$ cat src/rtl/cube_frame_uart_tx.sv
`default_nettype none
// ============================================================================
//  Module      : cube_frame_uart_tx
//  Description : Streams one LED-cube frame over an 8N1 UART line. A frame is
//                the sync byte HEADER, FRAME_BYTES payload bytes read from an
//                external frame buffer (one-cycle read latency), and an 8-bit
//                modulo-256 checksum of the payload.
//  Ports       : clk_clk        - single clock, rising edge
//                reset_reset_n  - synchronous active-low reset
//                frame_start    - one-cycle request to send a frame
//                rd_addr[7:0]   - frame-buffer read address (payload index)
//                rd_data[7:0]   - frame-buffer read data, one cycle after addr
//                txd            - UART serial output, idle high, LSB first
//                busy           - frame in progress
//                done           - one-cycle pulse after final stop bit
//  Revision    : 1.0 - initial release
// ============================================================================
module cube_frame_uart_tx #(
   parameter int         CLKS_PER_BIT = 434,
   parameter int         FRAME_BYTES  = 64,
   parameter logic [7:0] HEADER       = 8'hA5
) (
   input  logic       clk_clk,
   input  logic       reset_reset_n,
   input  logic       frame_start,
   output logic [7:0] rd_addr,
   input  logic [7:0] rd_data,
   output logic       txd,
   output logic       busy,
   output logic       done
);

   localparam logic [2:0] c_IDLE  = 3'd0;
   localparam logic [2:0] c_FETCH = 3'd1;
   localparam logic [2:0] c_START = 3'd2;
   localparam logic [2:0] c_DATA  = 3'd3;
   localparam logic [2:0] c_STOP  = 3'd4;

   localparam logic [15:0] c_BAUD_LAST    = 16'(CLKS_PER_BIT - 1);
   // Byte slot numbering within a frame: 0 = header, 1..FRAME_BYTES = payload,
   // FRAME_BYTES+1 = checksum.
   localparam logic [8:0]  c_LAST_PAYLOAD = 9'(FRAME_BYTES);
   localparam logic [8:0]  c_LAST_BYTE    = 9'(FRAME_BYTES + 1);

   logic [2:0]  r_state;
   logic [15:0] r_baud;
   logic [2:0]  r_bit;
   logic [7:0]  r_shift;
   logic [7:0]  r_sum;
   logic [8:0]  r_byte;
   logic [7:0]  r_addr;
   logic        r_done;
   logic        w_baud_end;
   logic        w_txd;

   assign w_baud_end = (r_baud == c_BAUD_LAST);

   always_ff @(posedge clk_clk) begin
      if (!reset_reset_n) begin
         r_state <= c_IDLE;
         r_baud  <= 16'd0;
         r_bit   <= 3'd0;
         r_shift <= 8'd0;
         r_sum   <= 8'd0;
         r_byte  <= 9'd0;
         r_addr  <= 8'd0;
         r_done  <= 1'b0;
      end else begin
         r_done <= 1'b0;
         case (r_state)
            c_IDLE: begin
               // A request coinciding with the done pulse is dropped so that
               // back-to-back frames always need a fresh request.
               if (frame_start && !r_done) begin
                  r_state <= c_START;
                  r_shift <= HEADER;
                  r_sum   <= 8'd0;
                  r_byte  <= 9'd0;
                  r_baud  <= 16'd0;
                  r_bit   <= 3'd0;
               end
            end

            c_START: begin
               if (w_baud_end) begin
                  r_baud  <= 16'd0;
                  r_state <= c_DATA;
               end else begin
                  r_baud <= r_baud + 16'd1;
               end
            end

            c_DATA: begin
               if (w_baud_end) begin
                  r_baud <= 16'd0;
                  if (r_bit == 3'd7) begin
                     r_bit   <= 3'd0;
                     r_state <= c_STOP;
                  end else begin
                     r_bit   <= r_bit + 3'd1;
                     r_shift <= {1'b0, r_shift[7:1]};
                  end
               end else begin
                  r_baud <= r_baud + 16'd1;
               end
            end

            c_STOP: begin
               if (w_baud_end) begin
                  r_baud <= 16'd0;
                  if (r_byte == c_LAST_BYTE) begin
                     r_state <= c_IDLE;
                     r_done  <= 1'b1;
                  end else begin
                     r_state <= c_FETCH;
                     r_byte  <= r_byte + 9'd1;
                     // The next slot is payload index r_byte; the checksum
                     // slot needs no read, so the address simply holds.
                     if (r_byte < c_LAST_PAYLOAD) begin
                        r_addr <= r_byte[7:0];
                     end
                  end
               end else begin
                  r_baud <= r_baud + 16'd1;
               end
            end

            c_FETCH: begin
               // Cycle 0 presents the address, cycle 1 sees valid read data.
               if (r_baud == 16'd1) begin
                  r_baud  <= 16'd0;
                  r_state <= c_START;
                  if (r_byte <= c_LAST_PAYLOAD) begin
                     r_shift <= rd_data;
                     r_sum   <= r_sum + rd_data;
                  end else begin
                     r_shift <= r_sum;
                  end
               end else begin
                  r_baud <= r_baud + 16'd1;
               end
            end

            default: begin
               r_state <= c_IDLE;
               r_baud  <= 16'd0;
            end
         endcase
      end
   end

   always_comb begin
      w_txd = 1'b1;
      case (r_state)
         c_START: w_txd = 1'b0;
         c_DATA:  w_txd = r_shift[0];
         default: w_txd = 1'b1;
      endcase
   end

   assign txd     = w_txd;
   assign busy    = (r_state != c_IDLE);
   assign done    = r_done;
   assign rd_addr = r_addr;

endmodule
`default_nettype wire

$ cat config.mk
export PLATFORM = sky130hd
export DESIGN_NAME = cube_frame_uart_tx
export DESIGN_NICKNAME = d
export VERILOG_FILES = /design/src/rtl/cube_frame_uart_tx.sv
export SDC_FILE = /design/constraint.sdc
export NUM_CORES = 1
export LEC_CHECK = 0
export CORE_MARGIN = 2
export CORE_UTILIZATION = 58
export DETAILED_ROUTE_END_ITERATION = 6
export GPL_ROUTABILITY_DRIVEN = 0
export PLACE_DENSITY = 0.83
export SLEW_MARGIN = 15
export SYNTH_ARGS = -nofsm -noshare
export SYNTH_HDL_FRONTEND = slang
export SYNTH_SLANG_ARGS = --single-unit
export TNS_END_PERCENT = 20
$ cat constraint.sdc
create_clock -name clk_clk -period 3.65 [get_ports clk_clk]
set_input_delay 1.095 -clock clk_clk [delete_from_list [all_inputs] [get_ports clk_clk]]
set_output_delay 1.095 -clock clk_clk [all_outputs]
set_load 0.1 [all_outputs]
Word-level counts from Yosys, hierarchy flattened
Cells that the tools add are included.
{"block": "word_totals", "out_inout_bits": 11, "reg_bits": 56}
{"block": "classes", "addsub": 4, "mux": 32, "n_lt_le_gt_ge": 2, "reduce_logical": 16, "n_eq_ne": 17, "bitwise_logic": 1}
{"cell": "8-bit 2-to-1 mux", "n": 8}
{"cell": "16-bit 2-to-1 mux", "n": 3}
{"cell": "16-bit one-hot mux with 3 select lines", "n": 1}
{"cell": "3-bit 2-to-1 mux", "n": 9}
{"cell": "9-bit 2-to-1 mux", "n": 3}
{"cell": "8-bit one-hot mux with 3 select lines", "n": 1}
{"cell": "2-bit != test, second input constant", "n": 9}
{"cell": "9-bit one-hot mux with 2 select lines", "n": 1}
{"cell": "16-bit by 1-bit adder with 16-bit output, second input constant", "n": 1}
{"cell": "16-bit by 1-bit equality test with 1-bit output, second input constant", "n": 1}
{"cell": "16-bit by 9-bit equality test with 1-bit output, second input constant", "n": 1}
{"cell": "8-bit one-hot mux with 2 select lines", "n": 1}
{"cell": "3-bit one-hot mux with 5 select lines", "n": 1}
{"cell": "4-bit AND reduction", "n": 3}
{"cell": "9-bit by 1-bit adder with 9-bit output, second input constant", "n": 1}
{"cell": "9-bit by 7-bit equality test with 1-bit output, second input constant", "n": 1}
{"cell": "9-bit by 7-bit <= comparator with 1-bit output, second input constant", "n": 1}
{"cell": "9-bit by 7-bit < comparator with 1-bit output, second input constant", "n": 1}
{"cell": "8-bit adder", "n": 1}
{"cell": "3-bit by 2-bit equality test with 1-bit output, second input constant", "n": 2}
{"cell": "3-bit equality test, second input constant", "n": 2}
{"cell": "3-bit one-hot mux with 2 select lines", "n": 1}
{"cell": "3-bit AND reduction", "n": 2}
{"cell": "6-bit AND reduction", "n": 1}
{"cell": "other kinds (12)", "n": 16}

Longest topological paths before layout
Gate-level depths: netlist of run 1.
{"block": "logic_depth", "depth_word": 4, "ltp_mapped": 9}

Least setup slack after synthesis of run 1
Ideal clock, no wire load.
{"block": "synth_timing", "path_kind": "register -> register", "start": "register r_state[0]", "end": "register r_sum[7]", "path_slack_ns": 0.389, "setup_ns": 0.074, "stages_incl_launch_ff": 10, "required_time_ns": 3.576, "arrival_time_ns": 3.187, "cell_sequence": "dfxtp_1 -> or3_1 -> clkbuf_1 -> or2_1 -> clkbuf_1 -> o21ai_2 -> a2111o_1 -> buf_2 -> or4_1 -> a31oi_1"}
{"block": "synth_via", "elab_chain_cells": 3, "word_cells_on_any_way": 8, "classes_between": "4 x eq/ne; 1 x mux; 3 x reduce/logical"}
{"item": "start: declaration", "line": "45", "rtl": "logic [2:0] r_state;"}
{"item": "start signal: assignment", "line": "60", "rtl": "r_state <= c_IDLE;"}
{"item": "start signal: assignment", "line": "75", "rtl": "r_state <= c_START;"}
{"item": "start signal: assignment", "line": "87", "rtl": "r_state <= c_DATA;"}
{"item": "3-bit by 1-bit equality test with 1-bit output / 3-bit logical NOT (equally long branches)", "line": "70", "rtl": "case (r_state)"}
{"item": "2-bit != test (no source line) / 2-bit nonzero test (equally long branches)"}
{"item": "4-bit AND reduction (no source line)"}
{"item": "end signal: assignment", "line": "135", "rtl": "r_sum <= r_sum + rd_data;"}
{"item": "end: declaration", "line": "49", "rtl": "logic [7:0] r_sum;"}
Several ways; a longest one is shown, not always the timed one.
A chain may end at the register's enable or synchronous reset.

Worst setup path in the final report of run 1
{"block": "layout_timing", "start": "input rd_data[1]", "end": "register r_sum[7]"}
{"block": "layout_via", "elab_chain_cells": 4}
{"item": "start: declaration", "line": "27", "rtl": "input logic [7:0] rd_data,"}
{"item": "8-bit adder", "line": "135"}
{"item": "8-bit 2-to-1 mux", "line": "133", "rtl": "if (r_byte <= c_LAST_PAYLOAD) begin"}
{"item": "8-bit 2-to-1 mux", "line": "130", "rtl": "if (r_baud == 16'd1) begin"}
{"item": "8-bit one-hot mux with 2 select lines", "line": "70"}
Every way passes these cells. The select of a mux whose other input is x is not followed.

==> flow_summary.ini, run 1 <==
[clocking]
insertion_delay_ps = 310
numCtsBuffers = 5
cts_sinks = 56
post-cts-setup-buffers = 0
cts_tree = done
cts-resized-gates = 0
clkSlewWorstSetupHoldPaths_ps = 90
postCtsHoldBufs = 0
cts-htree-levels = 2
cts_root_buf = clkbuf_8
cts_buffer_depth = 2

[sta]
finalCritPeriodShare_pct = 84.78
finalWorstSetupSlack_ps = 555.5
grt_setup_unrepaired = no
skew_ps = 7.147
fin_setup_tns_ps = 0
hold_ws_ps = 474.6
tightest_slew_ps = 753.9
maxSlewHeadroom_pct = 49.28
finalHoldViolations = 0
fmax_mhz = 323.2
finalMaxSlewViolations = 0
setup_violations = 0
period_minus_slack_ps = 3094

[synth]
synth-compound-area-share_pct = 14.76
synth_top_area_share_pct = 37.26
synth_top_family_by_area = simple AND/OR/NAND/NOR gates
post_synth_and_or_nand_nor_area_fraction_pct = 27.19
synth.net_count = 388
avgSynthCellArea_sq_um = 8.313
synth_xor_area_share_pct = 6.112
syn_area_sq_um = 3009
synth_edf_count = 0
synth_flop_cell = dfxtp_1
syn_inst = 362
synthMuxAreaShare_pct = 5.156
async_flop_share_pct = 0
ys_top_cells_by_area = dfxtp_1 (37%), ha_1 (5.8%), nor2_1 (5.4%)
ys_warn_count = 0
synthAdderAreaFrac_pct = 6.486
synth_seq_area_share_pct = 37.26
synth_cell_type_count = 53
synth_seq_cells = 56
synth_top_area_cell = dfxtp_1

[flow_run]
maxCapViolations = 0

[die]
fp.dieH_microns = 76.03
rows = 26
start_util_pct = 59.68
pin_count = 22
dieWidth_microns = 76.03
coreArea_sq_um = 5042
die_area_sq_um = 5781

[drt]
drt_iter0_markers = 171
wl_microns = 6409
wire_per_inst_microns = 14.24
firstDrtPassIters = 4
vias_per_cell = 5.800
route.detailed.drc = 0
num_vias = 2610
antenna_left = 0

[global_route]
grt_pass1_wl_microns = 11400
antenna_found_initial = 0
grt_pass1_vias = 2424
grt_max_degree = 29
grt_util_all_layers_pct = 23.80
grt_overflow_total = 0

[cells_and_area]
antenna_cells = 0
syn_to_final_growth_pct = 10.89
final_common_cell = dfxtp_1
instances_no_fill = 450
layout-drive-gt1-share_pct = 8.947
layout_common_cells = dfxtp_1 (56), nor2_1 (43), nand2_1 (36), a21oi_1 (29), nand3_1 (21)
nFillCells = 414
nets = 406

[worst_setup_path]
critPathArrivalTime_ps = 3330
crit_type = in -> reg
slowest_stage = clkdlybuf4s50_1
path_cells = clkdlybuf4s50_1, ha_1, a21oi_1, o211ai_1, o41ai_1, xor2_1, or4_1, a31oi_1
start_kind = input port
cp_max_fo = 3
slowest_delay_ps = 480
crit_required_ps = 3890
end_kind = flip-flop

[power_and_ir_drop]
p_leak_nw = 1.227
power_density_nw_per_um2 = 356.4
ir_worst_vdd_uv = 247.6

[worst_hold_path]
hold_class = reg -> reg

[placed_design]
place_ws_ps = 260.0
post-place-cells = 443
io_buffers = 21
dp_hpwl_microns = 4628

[outcome]
status = finished clean
## worst max-delay path, delay by kind of cell
family | cells | cell delay [ps]
and+or+nand+nor | 1 | 410
adders and majority gates | 1 | 310
AOI/OAI and AO/OA | 4 | 910
xor gates and xnor gates | 1 | 130
buffers and inverters | 1 | 480
## registers in the layout (all words and copies together), names as in the netlist
name	cells
r_byte	9
r_state	3
rd_addr	8
r_shift	8
r_sum	8
r_baud	16
done	1
r_bit	3
## through the flow
step                cell area, sq um  utilization [%]  power (W)
global placement                3259            64.64  0.0008777
CTS                             3337            66.18   0.001200
floorplan                       3009                -  0.0008207
finish                          3337            66.18   0.001189
global route                    3337            66.18   0.001253
detailed placement              3259            64.64  0.0008838
## kinds of logic after synthesis
family                     count (synthesis)
adders and majority gates                 15
AOI/OAI and AO/OA                         72
DFF                                       56
xor gates and xnor gates                  21
muxes                                     15
buffers and inverters                     24
and+or+nand+nor                          159
## report_power, final
group / switching, W / internal, W / total [W]
sequential: 0.0000212 / 0.000626 / 0.000648
clock: 0.000187 / 0.000131 / 0.000318
combinational: 0.000144 / 0.0000803 / 0.000224
total: 0.000352 / 0.000838 / 0.00119
## final cells by class
| type | instances | area [sq um] | area share, % |
|---|---|---|---|
| clock buffers | 6 | 72.57 | 2.175 |
| well taps | 70 | 87.58 | 2.625 |
| flip-flops and latches | 56 | 1121 | 33.60 |
| clock inverters | 1 | 5.005 | 0.1500 |
| multi-input cells | 282 | 1797 | 53.84 |
| repair buffers | 26 | 220.2 | 6.599 |
| inverters | 9 | 33.78 | 1.012 |
## synth_stat cells (2+ instances only)
library cell	count
inv_1	8
nand2b_1	4
xnor2_1	10
clkbuf_1	13
nand4_1	7
a22oi_1	4
mux2_2	4
and2_1	4
o21ai_0	15
nor2b_1	3
and4_1	2
or2_1	3
xor2_1	11
o21a_1	2
dfxtp_1	56
nand2_1	36
nand3_1	21
or3_1	10
nor4_1	6
mux2i_1	11
a31oi_1	6
nor3_1	6
o41ai_1	3
a21oi_1	29
and3_1	2
nor2_1	43
ha_1	14
or4_1	4
## final timing paths
kind / start / slack (ps) / depth (start not counted) / end
hold / removal: r_bit[2]$_SDFFE_PN0P_ / 470 / 2 / r_bit[2]$_SDFFE_PN0P_
setup reg to reg: r_baud[0]$_SDFFE_PN0P_ / 730 / 7 / r_shift[2]$_SDFFE_PN0P_
hold reg to reg: r_bit[2]$_SDFFE_PN0P_ / 470 / 2 / r_bit[2]$_SDFFE_PN0P_
setup / recovery: rd_data[1] / 560 / 8 / r_sum[7]$_SDFFE_PN0P_
## layer usage
| metal | vias to the layer above | part of all wire (%) | global-route usage (%) |
|---|---|---|---|
| li1 | 1331 | - | - |
| met1 | 1214 | 46 | 33.18 |
| met2 | 54 | 48 | 37.14 |
| met3 | 11 | 3.7 | 4.858 |
| met4 | 0 | 1.5 | 7.818 |
| met5 | - | 0 | 0 |
Note: power is estimated with default switching activity, not from simulation.
==> inputs of run 2 (changes only) <==
CORE_UTILIZATION = 53   (was 58)
PLACE_DENSITY = 0.8   (was 0.83)
clock period = 2.6 ns   (was 3.65 ns; I/O delays follow)
==> flow_summary.ini, run 2 (same netlist as run 1, synthesis figures left out) <==
[clocking]
cts-htree-levels = 2
numCtsBuffers = 5
cts_tree = done
cts_buffer_depth = 2
cts_sinks = 56
clkSlewWorstSetupHoldPaths_ps = 100
cts_root_buf = clkbuf_8
postCtsHoldBufs = 0
insertion_delay_ps = 310

[sta]
grt_setup_unrepaired = yes
finalCritPeriodShare_pct = 98.22
maxSlewHeadroom_pct = 68.87
tightest_slew_ps = 462.6
skew_ps = 13.27
fin_setup_tns_ps = 0
finalHoldViolations = 0
period_minus_slack_ps = 2554
finalWorstSetupSlack_ps = 46.35
setup_violations = 0
fmax_mhz = 391.6
finalMaxSlewViolations = 0

[cells_and_area]
finalInstanceArea_sq_um = 3844
layout_common_cells = dfxtp_1 (54), buf_4 (49), nor2_1 (43), nand2_1 (36), a21oi_1 (27)
final_util_pct = 69.80
final_common_cell = dfxtp_1
layout-drive-gt1-share_pct = 22.01
nets = 443
antenna_cells = 0
top_regs = r_baud (16), r_byte (9)
regMostFlops = r_baud
nFillCells = 421
largest_reg_flops = 16
syn_to_final_growth_pct = 27.73

[drt]
wire_per_inst_microns = 14.94
num_vias = 2824
vias_per_cell = 5.763
wl_microns = 7323
antenna_left = 0
firstDrtPassIters = 4
route.detailed.drc = 0
drt_iter0_markers = 284

[placed_design]
io_buffers = 21
place_ws_ps = -352.2
dp_hpwl_microns = 5024
dpl-instance-area_sq_um = 3553

[die]
fp.dieH_microns = 79.35
start_util_pct = 54.65
dieWidth_microns = 79.35
die_area_sq_um = 6296
rows = 27
pin_count = 22
coreArea_sq_um = 5507

[worst_hold_path]
worstHoldStart = r_shift[6]$_SDFFE_PN0P_
holdPathEnd = r_shift[5]$_SDFFE_PN0P_
whs_path_depth = 2
hold_class = reg -> reg

[worst_setup_path]
worstReg2RegStart = r_baud[1]$_SDFFE_PN0P_
end_kind = flip-flop
cp_max_fo = 7
crit_type = reg -> reg
r2r-end = r_shift[6]$_SDFFE_PN0P_
slowest_stage = or4_1
reg2reg_slack_ps = 50
slowest_delay_ps = 510
path_cells = inv_2, ha_4, or4b_4, or4_1, or2_4, a211o_4, a22oi_1, nor2_1
critPathArrivalTime_ps = 2740
start_kind = flip-flop
crit_required_ps = 2790
reg2reg_depth = 8

[power_and_ir_drop]
combPwrFrac_pct = 23.1
power_w = 0.001962
ir_worst_vdd_uv = 284.1
p_leak_nw = 1.502
power_frac_seq_pct = 45.6
power_density_nw_per_um2 = 510.4
clkPwrFrac_pct = 31.3
netSwitchingPower_w = 0.0005664
switching_share_pct = 28.87
intPower_w = 0.001395

[global_route]
gr-usage-met3_pct = 4.318
grt_use_met1_pct = 32.51
antenna_found_initial = 0
grt_pass1_wl_microns = 12230
grt_max_degree = 24
grt_util_all_layers_pct = 24.29
use_met2_pct = 40.42
grt_overflow_total = 0
grt_pass1_vias = 2655
gr-max-usage-layer = met2

[flow_run]
maxCapViolations = 0

[outcome]
status = finished clean
==> run 2: timing repair <==
action / CTS / global route
resized for setup: 3 / 25
setup buffers: 0 / 3
setup endpoints to repair: 7 / 29
pin swaps: 1 / 20
==> run 2: stage by stage <==
| stage | std cells | hold slack, ps |
|---|---|---|
| 6_report | 490 | 477.1 |
| 5_1_grt | 490 | 505.2 |
| 4_1_cts | 487 | 480.6 |
| 3_5_place_dp | 479 | 466.6 |
| 3_3_place_gp | 479 | 454.2 |
| 2_1_floorplan | 362 | 445.1 |
==> run 2: how the worst max path moves through the flow <==
| stage | start | end | slack [ps] | cells past startpoint |
|---|---|---|---|---|
| after floorplan | r_baud[0]$_SDFFE_PN0P_ | r_shift[1]$_SDFFE_PN0P_ | 60 | 7 |
| after global placement | rd_data[1] | r_sum[7]$_SDFFE_PN0P_ | -320 | 8 |
| after detailed placement | rd_data[1] | r_sum[7]$_SDFFE_PN0P_ | -350 | 8 |
| after CTS | r_baud[1]$_SDFFE_PN0P_ | r_shift[4]$_SDFFE_PN0P_ | -0.7 | 8 |
| after global routing | r_baud[1]$_SDFFE_PN0P_ | r_shift[4]$_SDFFE_PN0P_ | -60 | 10 |
| final | r_baud[1]$_SDFFE_PN0P_ | r_shift[6]$_SDFFE_PN0P_ | 50 | 8 |
==> run 2: routing by layer <==
| metal | part of all wire, % | routed length, microns |
|---|---|---|
| met1 | 44 | 3249 |
| met2 | 49 | 3624 |
| met5 | 0 | 0 |
| met4 | 0.83 | 61 |
| met3 | 5.3 | 388 |
==> run 2: layout make-up <==
class | count | area (sq um) | share of cell area, %
clock inverters | 2 | 38.79 | 1.009
flip-flops and latches | 56 | 1124 | 29.23
well taps | 72 | 90.09 | 2.344
inverters | 9 | 33.78 | 0.8789
repair buffers | 63 | 543.0 | 14.13
multi-input cells | 282 | 1932 | 50.26
clock buffers | 6 | 82.58 | 2.148
==> run 2: critical path, delay by kind of cell (launching register included) <==
family / cells / cell delay [ps]
buf+inv: 1 / 60
flops: 1 / 330
fa+ha+maj: 1 / 130
compound gates: 2 / 570
simple gates: 4 / 1340
==> run 2: power by group through the flow <==
stage | logic (W) | clock network (W) | registers (W)
after floorplan | 0.000248 | 0 | 0.000913
after global placement | 0.000403 | 0 | 0.000910
after detailed placement | 0.000409 | 0 | 0.000910
after CTS | 0.000417 | 0.000617 | 0.000890
after global routing | 0.000493 | 0.000664 | 0.000897
final | 0.000454 | 0.000614 | 0.000894
==> inputs of run 3 (changes only) <==
GPL_TIMING_DRIVEN = 1   (was default)
==> results of run 3 <==
Final layout, timing and power as in run 2 (identical DEF).
